### src/rtl/mmcm_phase_sweep_if.sv
// Bundles the sweep controller's request, MMCM phase-write and measurement signals.
// master = the sweep controller, slave = sequencer / MMCM wrapper / measurement side.
interface mmcm_phase_sweep_if #(
    parameter int PHASE_WIDTH = 8,
    parameter int STEPS_WIDTH = 8
);
    logic                   start;
    logic [PHASE_WIDTH-1:0] start_phase;
    logic [PHASE_WIDTH-1:0] step;
    logic [STEPS_WIDTH-1:0] num_steps;
    logic                   busy;
    logic                   done;
    logic                   ps_we;
    logic [PHASE_WIDTH-1:0] ps_din;
    logic                   ps_ready;
    logic                   meas_req;
    logic                   meas_ack;
    logic                   meas_pass;
    logic [PHASE_WIDTH-1:0] best_start;
    logic [PHASE_WIDTH-1:0] best_end;
    logic [STEPS_WIDTH-1:0] best_len;

    modport master (
        input  start, start_phase, step, num_steps, ps_ready, meas_ack, meas_pass,
        output busy, done, ps_we, ps_din, meas_req, best_start, best_end, best_len
    );

    modport slave (
        output start, start_phase, step, num_steps, ps_ready, meas_ack, meas_pass,
        input  busy, done, ps_we, ps_din, meas_req, best_start, best_end, best_len
    );
endinterface

### src/rtl/mmcm_phase_sweep.sv
// MMCM phase sweep initiator: steps the absolute phase, measures each step and keeps the longest
// passing window. Define MMCM_PHASE_SWEEP_CENTER_EN to park the MMCM at the window centre afterwards.
module mmcm_phase_sweep #(
    parameter int PHASE_WIDTH   = 8,
    parameter int STEPS_WIDTH   = 8,
    parameter int SETTLE_CYCLES = 16
) (
    input  logic                  psclk,
    input  logic                  rst,
    mmcm_phase_sweep_if.master    bus
);

    // state    | meaning
    // IDLE     | waiting for start
    // SET      | waiting for ps_ready, then one-cycle ps_we of cur_phase
    // BLANK    | wrapper still shows the pre-write ps_ready, ignore it
    // WAIT_RDY | waiting for the phase shift to finish
    // SETTLE   | post-shift settle countdown
    // MEAS     | meas_req held until meas_ack
    // NEXT     | run tracking, advance phase, decide end of sweep
    // CENTER   | load window centre (or start phase) for the final write
    // DONE     | one-cycle done pulse
    localparam logic [3:0] S_IDLE     = 4'd0;
    localparam logic [3:0] S_SET      = 4'd1;
    localparam logic [3:0] S_BLANK    = 4'd2;
    localparam logic [3:0] S_WAIT_RDY = 4'd3;
    localparam logic [3:0] S_SETTLE   = 4'd4;
    localparam logic [3:0] S_MEAS     = 4'd5;
    localparam logic [3:0] S_NEXT     = 4'd6;
    localparam logic [3:0] S_DONE     = 4'd7;
`ifdef MMCM_PHASE_SWEEP_CENTER_EN
    localparam logic [3:0] S_CENTER   = 4'd8;
`endif

    localparam int              CNT_W       = (SETTLE_CYCLES > 1) ? $clog2(SETTLE_CYCLES) : 1;
    localparam logic [CNT_W-1:0] SETTLE_LOAD = CNT_W'(SETTLE_CYCLES - 1);

    logic [3:0]             state;
    logic [PHASE_WIDTH-1:0] cur_phase;
    logic [PHASE_WIDTH-1:0] step_r;
    logic [STEPS_WIDTH-1:0] remaining;
    logic [CNT_W-1:0]       settle_cnt;
    logic                   pass_r;
    logic [STEPS_WIDTH-1:0] run_len;
    logic [PHASE_WIDTH-1:0] run_start;
    logic [PHASE_WIDTH-1:0] best_start_r;
    logic [PHASE_WIDTH-1:0] best_end_r;
    logic [STEPS_WIDTH-1:0] best_len_r;

    logic [STEPS_WIDTH-1:0] run_len_inc;
    logic [PHASE_WIDTH-1:0] run_start_new;

    assign run_len_inc   = run_len + 1'b1;
    assign run_start_new = (run_len == '0) ? cur_phase : run_start;

`ifdef MMCM_PHASE_SWEEP_CENTER_EN
    logic                   centering;
    logic [PHASE_WIDTH-1:0] start_phase_r;
    logic [PHASE_WIDTH-1:0] span;
    logic [PHASE_WIDTH-1:0] center;

    // span is taken modulo 2^PHASE_WIDTH so a window that crosses the wrap point still centres correctly
    assign span   = best_end_r - best_start_r;
    assign center = best_start_r + (span >> 1);
`endif

    always_ff @(posedge psclk or posedge rst) begin
        if (rst) begin
            state        <= S_IDLE;
            cur_phase    <= '0;
            step_r       <= '0;
            remaining    <= '0;
            settle_cnt   <= '0;
            pass_r       <= 1'b0;
            run_len      <= '0;
            run_start    <= '0;
            best_start_r <= '0;
            best_end_r   <= '0;
            best_len_r   <= '0;
`ifdef MMCM_PHASE_SWEEP_CENTER_EN
            centering     <= 1'b0;
            start_phase_r <= '0;
`endif
        end else begin
            case (state)
                S_IDLE: begin
                    if (bus.start) begin
                        cur_phase    <= bus.start_phase;
                        step_r       <= bus.step;
                        remaining    <= bus.num_steps;
                        run_len      <= '0;
                        run_start    <= '0;
                        best_start_r <= '0;
                        best_end_r   <= '0;
                        best_len_r   <= '0;
`ifdef MMCM_PHASE_SWEEP_CENTER_EN
                        centering     <= 1'b0;
                        start_phase_r <= bus.start_phase;
`endif
                        state <= (bus.num_steps == '0) ? S_DONE : S_SET;
                    end
                end
                S_SET: begin
                    if (bus.ps_ready) state <= S_BLANK;
                end
                S_BLANK: state <= S_WAIT_RDY;
                S_WAIT_RDY: begin
                    if (bus.ps_ready) begin
`ifdef MMCM_PHASE_SWEEP_CENTER_EN
                        if (centering) begin
                            state <= S_DONE;
                        end else begin
                            settle_cnt <= SETTLE_LOAD;
                            state      <= S_SETTLE;
                        end
`else
                        settle_cnt <= SETTLE_LOAD;
                        state      <= S_SETTLE;
`endif
                    end
                end
                S_SETTLE: begin
                    if (settle_cnt == '0) state <= S_MEAS;
                    else settle_cnt <= settle_cnt - 1'b1;
                end
                S_MEAS: begin
                    if (bus.meas_ack) begin
                        pass_r <= bus.meas_pass;
                        state  <= S_NEXT;
                    end
                end
                S_NEXT: begin
                    if (pass_r) begin
                        run_len   <= run_len_inc;
                        run_start <= run_start_new;
                        // strict compare keeps the earliest window on a tie
                        if (run_len_inc > best_len_r) begin
                            best_start_r <= run_start_new;
                            best_end_r   <= cur_phase;
                            best_len_r   <= run_len_inc;
                        end
                    end else begin
                        run_len <= '0;
                    end
                    remaining <= remaining - 1'b1;
                    cur_phase <= cur_phase + step_r;
                    if (remaining == STEPS_WIDTH'(1)) begin
`ifdef MMCM_PHASE_SWEEP_CENTER_EN
                        state <= S_CENTER;
`else
                        state <= S_DONE;
`endif
                    end else begin
                        state <= S_SET;
                    end
                end
`ifdef MMCM_PHASE_SWEEP_CENTER_EN
                S_CENTER: begin
                    cur_phase <= (best_len_r != '0) ? center : start_phase_r;
                    centering <= 1'b1;
                    state     <= S_SET;
                end
`endif
                S_DONE:  state <= S_IDLE;
                default: state <= S_IDLE;
            endcase
        end
    end

    // ps_we is gated by ps_ready combinationally so a write can never be issued into a busy wrapper
    assign bus.ps_we      = (state == S_SET) && bus.ps_ready;
    assign bus.ps_din     = cur_phase;
    assign bus.meas_req   = (state == S_MEAS);
    assign bus.busy       = (state != S_IDLE);
    assign bus.done       = (state == S_DONE);
    assign bus.best_start = best_start_r;
    assign bus.best_end   = best_end_r;
    assign bus.best_len   = best_len_r;

endmodule
### src/flat_wrapper.sv
// flat-port wrapper written by rule: the top's interface ports become plain ports
module mmcm_phase_sweep_flat 
#(
    parameter int PHASE_WIDTH   = 8,
    parameter int STEPS_WIDTH   = 8,
    parameter int SETTLE_CYCLES = 16
)
  (psclk, rst, bus_start, bus_start_phase, bus_step, bus_num_steps, bus_ps_ready, bus_meas_ack, bus_meas_pass, bus_busy, bus_done, bus_ps_we, bus_ps_din, bus_meas_req, bus_best_start, bus_best_end, bus_best_len);
  mmcm_phase_sweep_if #(.PHASE_WIDTH(PHASE_WIDTH), .STEPS_WIDTH(STEPS_WIDTH)) bus_i ();
  input  logic psclk;
  input  logic rst;
  input wire logic [$bits(bus_i.start)-1:0] bus_start;
  input wire logic [$bits(bus_i.start_phase)-1:0] bus_start_phase;
  input wire logic [$bits(bus_i.step)-1:0] bus_step;
  input wire logic [$bits(bus_i.num_steps)-1:0] bus_num_steps;
  input wire logic [$bits(bus_i.ps_ready)-1:0] bus_ps_ready;
  input wire logic [$bits(bus_i.meas_ack)-1:0] bus_meas_ack;
  input wire logic [$bits(bus_i.meas_pass)-1:0] bus_meas_pass;
  output wire logic [$bits(bus_i.busy)-1:0] bus_busy;
  output wire logic [$bits(bus_i.done)-1:0] bus_done;
  output wire logic [$bits(bus_i.ps_we)-1:0] bus_ps_we;
  output wire logic [$bits(bus_i.ps_din)-1:0] bus_ps_din;
  output wire logic [$bits(bus_i.meas_req)-1:0] bus_meas_req;
  output wire logic [$bits(bus_i.best_start)-1:0] bus_best_start;
  output wire logic [$bits(bus_i.best_end)-1:0] bus_best_end;
  output wire logic [$bits(bus_i.best_len)-1:0] bus_best_len;
  assign bus_i.start = bus_start;
  assign bus_i.start_phase = bus_start_phase;
  assign bus_i.step = bus_step;
  assign bus_i.num_steps = bus_num_steps;
  assign bus_i.ps_ready = bus_ps_ready;
  assign bus_i.meas_ack = bus_meas_ack;
  assign bus_i.meas_pass = bus_meas_pass;
  assign bus_busy = bus_i.busy;
  assign bus_done = bus_i.done;
  assign bus_ps_we = bus_i.ps_we;
  assign bus_ps_din = bus_i.ps_din;
  assign bus_meas_req = bus_i.meas_req;
  assign bus_best_start = bus_i.best_start;
  assign bus_best_end = bus_i.best_end;
  assign bus_best_len = bus_i.best_len;
  mmcm_phase_sweep #(.PHASE_WIDTH(PHASE_WIDTH), .STEPS_WIDTH(STEPS_WIDTH), .SETTLE_CYCLES(SETTLE_CYCLES)) u_core (.psclk(psclk), .rst(rst), .bus(bus_i));
endmodule
### config.mk
export PLATFORM = sky130hd
export DESIGN_NAME = mmcm_phase_sweep_flat
export DESIGN_NICKNAME = d
export VERILOG_FILES = /design/src/rtl/mmcm_phase_sweep_if.sv /design/src/rtl/mmcm_phase_sweep.sv /design/src/flat_wrapper.sv
export SDC_FILE = /design/constraint.sdc
export NUM_CORES = 1
export LEC_CHECK = 0
export CORE_MARGIN = 2
export CORE_UTILIZATION = 55
export CTS_BUF_LIST = sky130_fd_sc_hd__clkbuf_8
export CTS_CLUSTER_SIZE = 28
export DETAILED_ROUTE_END_ITERATION = 8
export PLACE_DENSITY = 0.88
export SYNTH_ARGS = -nofsm -noshare
export SYNTH_HDL_FRONTEND = slang
export SYNTH_SLANG_ARGS = --single-unit
### constraint.sdc
create_clock -name psclk -period 2.99 [get_ports psclk]
set_input_delay 0.897 -clock psclk [delete_from_list [all_inputs] [get_ports psclk]]
set_output_delay 0.897 -clock psclk [all_outputs]
set_load 0.02 [all_outputs]
After elaboration in Yosys (flattened, before gate mapping)
Index checks and enable logic that the tools add are counted.

operators by class
  add/sub/neg operators = 4
  order comparisons = 1
  equal/unequal tests = 16
  multiplexer cells = 30
  reductions and logical operators = 15

operator list
  kind                   count
  $pmux W8 S2            7
  $mux W8                12
  $mux W4                7
  $pmux W4 S7            1
  $eq A4 B3 Y1 const B   4
  $logic_not A8 Y1       2
  $ne A2 B2 Y1 const B   5
  $add A8 B1 Y8 const B  1
  $add A8 B8 Y8          1
  $eq A4 B2 Y1 const B   2
  $eq A8 B1 Y1 const B   1
  $gt A8 B8 Y1           1
  $logic_not A4 Y1       2
  $pmux W4 S2            1
  $sub A8 B1 Y8 const B  1
  $mux W3                2
  $ne A2 B1 Y1 const B   3
  $reduce_and A2 Y1      3
  $reduce_and A3 Y1      2
  $reduce_and A5 Y1      1
  $eq A4 B1 Y1 const B   1
  $reduce_and A4 Y1      1
  $reduce_bool A2 Y1     2
  $reduce_bool A4 Y1     1
  other kinds (2)        2

word-level totals
  register bits = 73
  input port bits = 30
  output and inout port bits = 36
  word-level logic and storage cells = 77

Longest topological paths before layout
  word-level depth = 5
  depth in mapped cells = 12
  mapped depth without buffers = 11

Least setup slack after synthesis
OpenSTA, ideal clock, no wires.

  kind = reg-to-reg
  start point = reg u_core.run_len[2]
  end point = reg u_core.best_end_r[0], in the netlist u_core.bus.best_end[0]
  data arrival time = 2.495 ns
  required time = 2.869 ns
  slack = 0.374 ns
  cell stages (with the launch flop) = 13
  period minus slack after synthesis = 2.616 ns
  path through = dfrtp_1 -> clkbuf_1 -> nand3_1 -> xor2_1 -> inv_1 -> ha_1 -> and3_1 -> a221o_1 -> a221o_1 -> nand2_1 -> nor2_2 -> buf_6 -> a22o_1

between the ends
  word-level cells in the longest chain between the ends = 4

ends and longest elaborated chain
  what                         RTL line                 source
  start, declared              mmcm_phase_sweep.sv:44   logic [STEPS_WIDTH-1:0] run_len;
  start signal, assigned       mmcm_phase_sweep.sv:134  run_len <= run_len_inc;
  $add A8 B1 Y8                mmcm_phase_sweep.sv:53   assign run_len_inc = run_len + 1'b1;
  $gt A8 B8 Y1                 mmcm_phase_sweep.sv:137  if (run_len_inc > best_len_r) begin
  $ne A2 B1 Y1 (no line)       --
  $reduce_and A4 Y1 (no line)  --
  end signal, assigned         mmcm_phase_sweep.sv:139  best_end_r <= cur_phase;
  end, declared                mmcm_phase_sweep.sv:47   logic [PHASE_WIDTH-1:0] best_end_r;

Every way passes these cells.
A chain may end at the register's enable or synchronous reset.

Worst setup path in the final report
  start point = reg u_core.state[1]
  end point = out bus_done

between the ends
  word-level cells in the longest chain between the ends = 1

ends and longest elaborated chain
  what                    RTL line                 source
  start, declared         mmcm_phase_sweep.sv:38   logic [3:0] state;
  start signal, assigned  mmcm_phase_sweep.sv:100  state <= (bus.num_steps == '0) ? S_DONE : S_SET;
  $eq A4 B3 Y1            mmcm_phase_sweep.sv:175  assign bus.done = (state == S_DONE);
  end, declared           flat_wrapper.sv:20       output wire logic [$bits(bus_i.done)-1:0] bus_done;

Every way passes these cells.

==> results.txt <==
CTS H-tree depth -> 3
status -> finished, final reports clean
Max Clk Rate -> 0.350 GHz
DRT antenna net count -> 0
crit-path max FO -> 14
switching power -> 2.02 mW
count of final hold-check violations -> 0
Worst-Skew Late Latency -> 0.35 ns
Tot Pwr -> 4.75 mW
Net Count, Synth -> 454
min cycle time layout -> 2.86 ns
GRT Resource Usage Total -> 24.5%
Final GP Congestion -> 0.877
GRT overflow -> 0
Finished Layout Cells -> 571
Synth area leader -> dfrtp_1
Pins Over Slew Limit -> 0
number of diodes -> 0
initial antenna violation count -> 0
hold_ws -> 0.484 ns
Worst Setup Start Kind -> flip-flop
Clock Sinks -> 72
Worst VDD drop -> 0.444 mV
MaxCap Viol Count -> 0
largest net degree at the start of global routing -> 73
Setup WS pre-CTS -> -0.168 ns
Syn Area/Cell -> 9.57 µm²
Post-Route WL -> 8980 µm
Synth top area share -> 46.7%
Setup CP Type -> flip-flop to primary output
fin crit share -> 95.6%
top_reg_cell synth -> dfrtp_1
Yosys reg bits -> 72
root cell of the clock tree -> clkbuf_8
count of cell types in the netlist -> 45
fin nets -> 521
DP Cell Count -> 555
Syn Inst Count -> 403
mapped cell area -> 3860 µm²
CP max stage delay -> 0.62 ns
initial DRC count -> 215
Total Neg Setup Slack -> 0 ns
DR pass1 iterations -> 5
number of global-route vias before repair -> 3146
CP endpoint kind -> primary output
# IOs -> 66
IO Port Bufs -> 65
EDFF count, synth -> 0
die width -> 87.8 µm
Vias/cell -> 5.74
Hold Crit Class -> flip-flop to flip-flop
Final Worst Setup Slack -> 0.131 ns
drt drc -> 0
hold_buf cts -> 0
clock group share of total power -> 15.4%
Fill cells -> 495
vias -> 3275
Crit path required time -> 2.09 ns
Pwr Density -> 986 nW/µm²
LEAKAGE -> 2.18 nW
TritonCTS buffer count -> 9
area of the multi-input gates -> 1870 µm²
CTS tree -> built
crit-path cells -> inv_1 > nor2_1 > clkdlybuf4s50_1
Reg power frac -> 36.9%
post-detail-place hpwl -> 6380 µm
YS warnings -> 0
core box area -> 6790 µm²
Synth area leaders -> dfrtp_1 (47%), ha_1 (6.5%), nand2_1 (6.3%)
most frequent cells in the layout -> dfrtp_1 (71), nand2_1 (65), clkdlybuf4s50_1 (64)
Slew HR -> 35.8%
first-pass GRT wire length -> 14900 µm
Net Sw Frac -> 42.6%
share of the yosys chip area belonging to registers -> 46.7%
Critical Path AT -> 1.96 ns
Slowest cell on crit path -> dfrtp_1
clock-pin slew on the worst setup and hold paths -> 0.09 ns
Slew @ Worst Pin -> 0.964 ns
share of cells above drive strength 1 -> 7.58%
setup violators final -> 0
Die Area -> 7700 µm²
Die H -> 87.8 µm
row cnt -> 30
Max clock buf depth -> 2
async set-or-reset flop fraction in the synthesized netlist -> 100%
most common cell after layout, fill and taps aside -> dfrtp_1
register area -> 1800 µm²
Layout Area Growth over Synthesis -> 24.8%
starting density of the core -> 56.8%
DR WL/cell -> 15.7 µm
clk_skew -> 0.00955 ns
Gate power share -> 47.8%
Int Pwr -> 2.72 mW
-- state kept, by name (all words and copies together) (netlist names) --
| signal | cells |
|---|---|
| u_core.bus.best_end | 8 |
| u_core.run_start | 8 |
| u_core.bus.best_start | 8 |
| u_core.bus.ps_din | 8 |
| u_core.state | 3 |
| u_core.step_r | 8 |
| u_core.run_len | 8 |
| u_core.settle_cnt | 4 |
| u_core.pass_r | 1 |
| u_core.remaining | 8 |
| u_core.bus.best_len | 8 |
-- cells in the mapped netlist, types with 5 or more instances --
library cell  count
a21o_1            6
a21oi_1          16
a22o_1           23
a31oi_1           7
and3_1            7
buf_2             5
clkbuf_1          8
dfrtp_1          72
ha_1             20
inv_1            27
mux2i_1          11
nand2_1          65
nand3_1           9
nor2_1           24
nor3_1           13
nor4_1            5
o21ai_0          18
o2bb2ai_1         9
xnor2_1           8
xor2_1            5
-- cell type report --
| type | instances | area share [%] |
|---|---|---|
| Clock buffer | 9 | 2.57 |
| Clock inverter | 7 | 1.27 |
| Sequential cell | 72 | 37.4 |
| Inverter | 27 | 2.10 |
| Tap cell | 96 | 2.49 |
| Multi-Input combinational cell | 287 | 38.9 |
| Timing Repair Buffer | 73 | 15.2 |
-- power groups by stage --
stage	Combinational (mW)	Sequential [mW]	Clock, mW
floorplan	1.41	1.79	0
global placement	2.14	1.73	0
detailed placement	2.24	1.75	0
CTS	2.27	1.74	0.737
global route	2.49	1.80	0.788
finish	2.27	1.75	0.730
-- layer usage --
metal  wire length (µm)  GRT usage [%]
met1               3920           33.1
met4                 89           6.99
met5                  0              0
met2               4610           41.1
met3                364           3.58
-- critical path, delay by kind of cell (launching register included) --
kind	cells	cell delay (ns)
buf+inv	2	0.85
flops	1	0.62
simple gates	1	0.15
-- cells by family (layout without fill, tap and decap cells) --
logic type	count (synthesis)	in the layout	synth area share, %
XOR/XNOR	13	13	2.95
flip-flops	72	72	46.7
buffers and inverters	44	116	5.03
adder cells (fa/ha/maj)	21	21	7.00
multiplexers	12	12	3.15
AND/OR/NAND/NOR	141	141	16.7
AO/OA/AOI/OAI	100	100	18.5
-- path summary, 6_finish.rpt --
path / start / to / slack (ns) / cells past startpoint
max in group asynchronous: rst / u_core.run_len[0] / 1.73 / 3
min in group asynchronous: rst / u_core.settle_cnt[3] / 0.94 / 3
worst min register to register: u_core.step_r[2] / u_core.step_r[2] / 0.48 / 2
worst min-delay path: u_core.step_r[2] / u_core.step_r[2] / 0.48 / 2
worst max-delay path: u_core.state[1] / bus_done / 0.13 / 3
worst max register to register: u_core.run_len[0] / u_core.bus.best_len[3] / 0.13 / 12
-- timing repair --
action,4_1_cts,5_1_grt
gates resized for setup,1,4
endpoints found under the hold margin,0,0
endpoints found under the setup margin,1,22
buffers inserted,0,0
-- through the flow --
step | instance area, µm² | util [%]
floorplan | 3860 | -
global placement | 4620 | 68.0
detailed placement | 4620 | 68.0
CTS | 4810 | 70.7
global route | 4820 | 70.9
finish | 4820 | 70.9
Power figures use the tool's default switching activity.
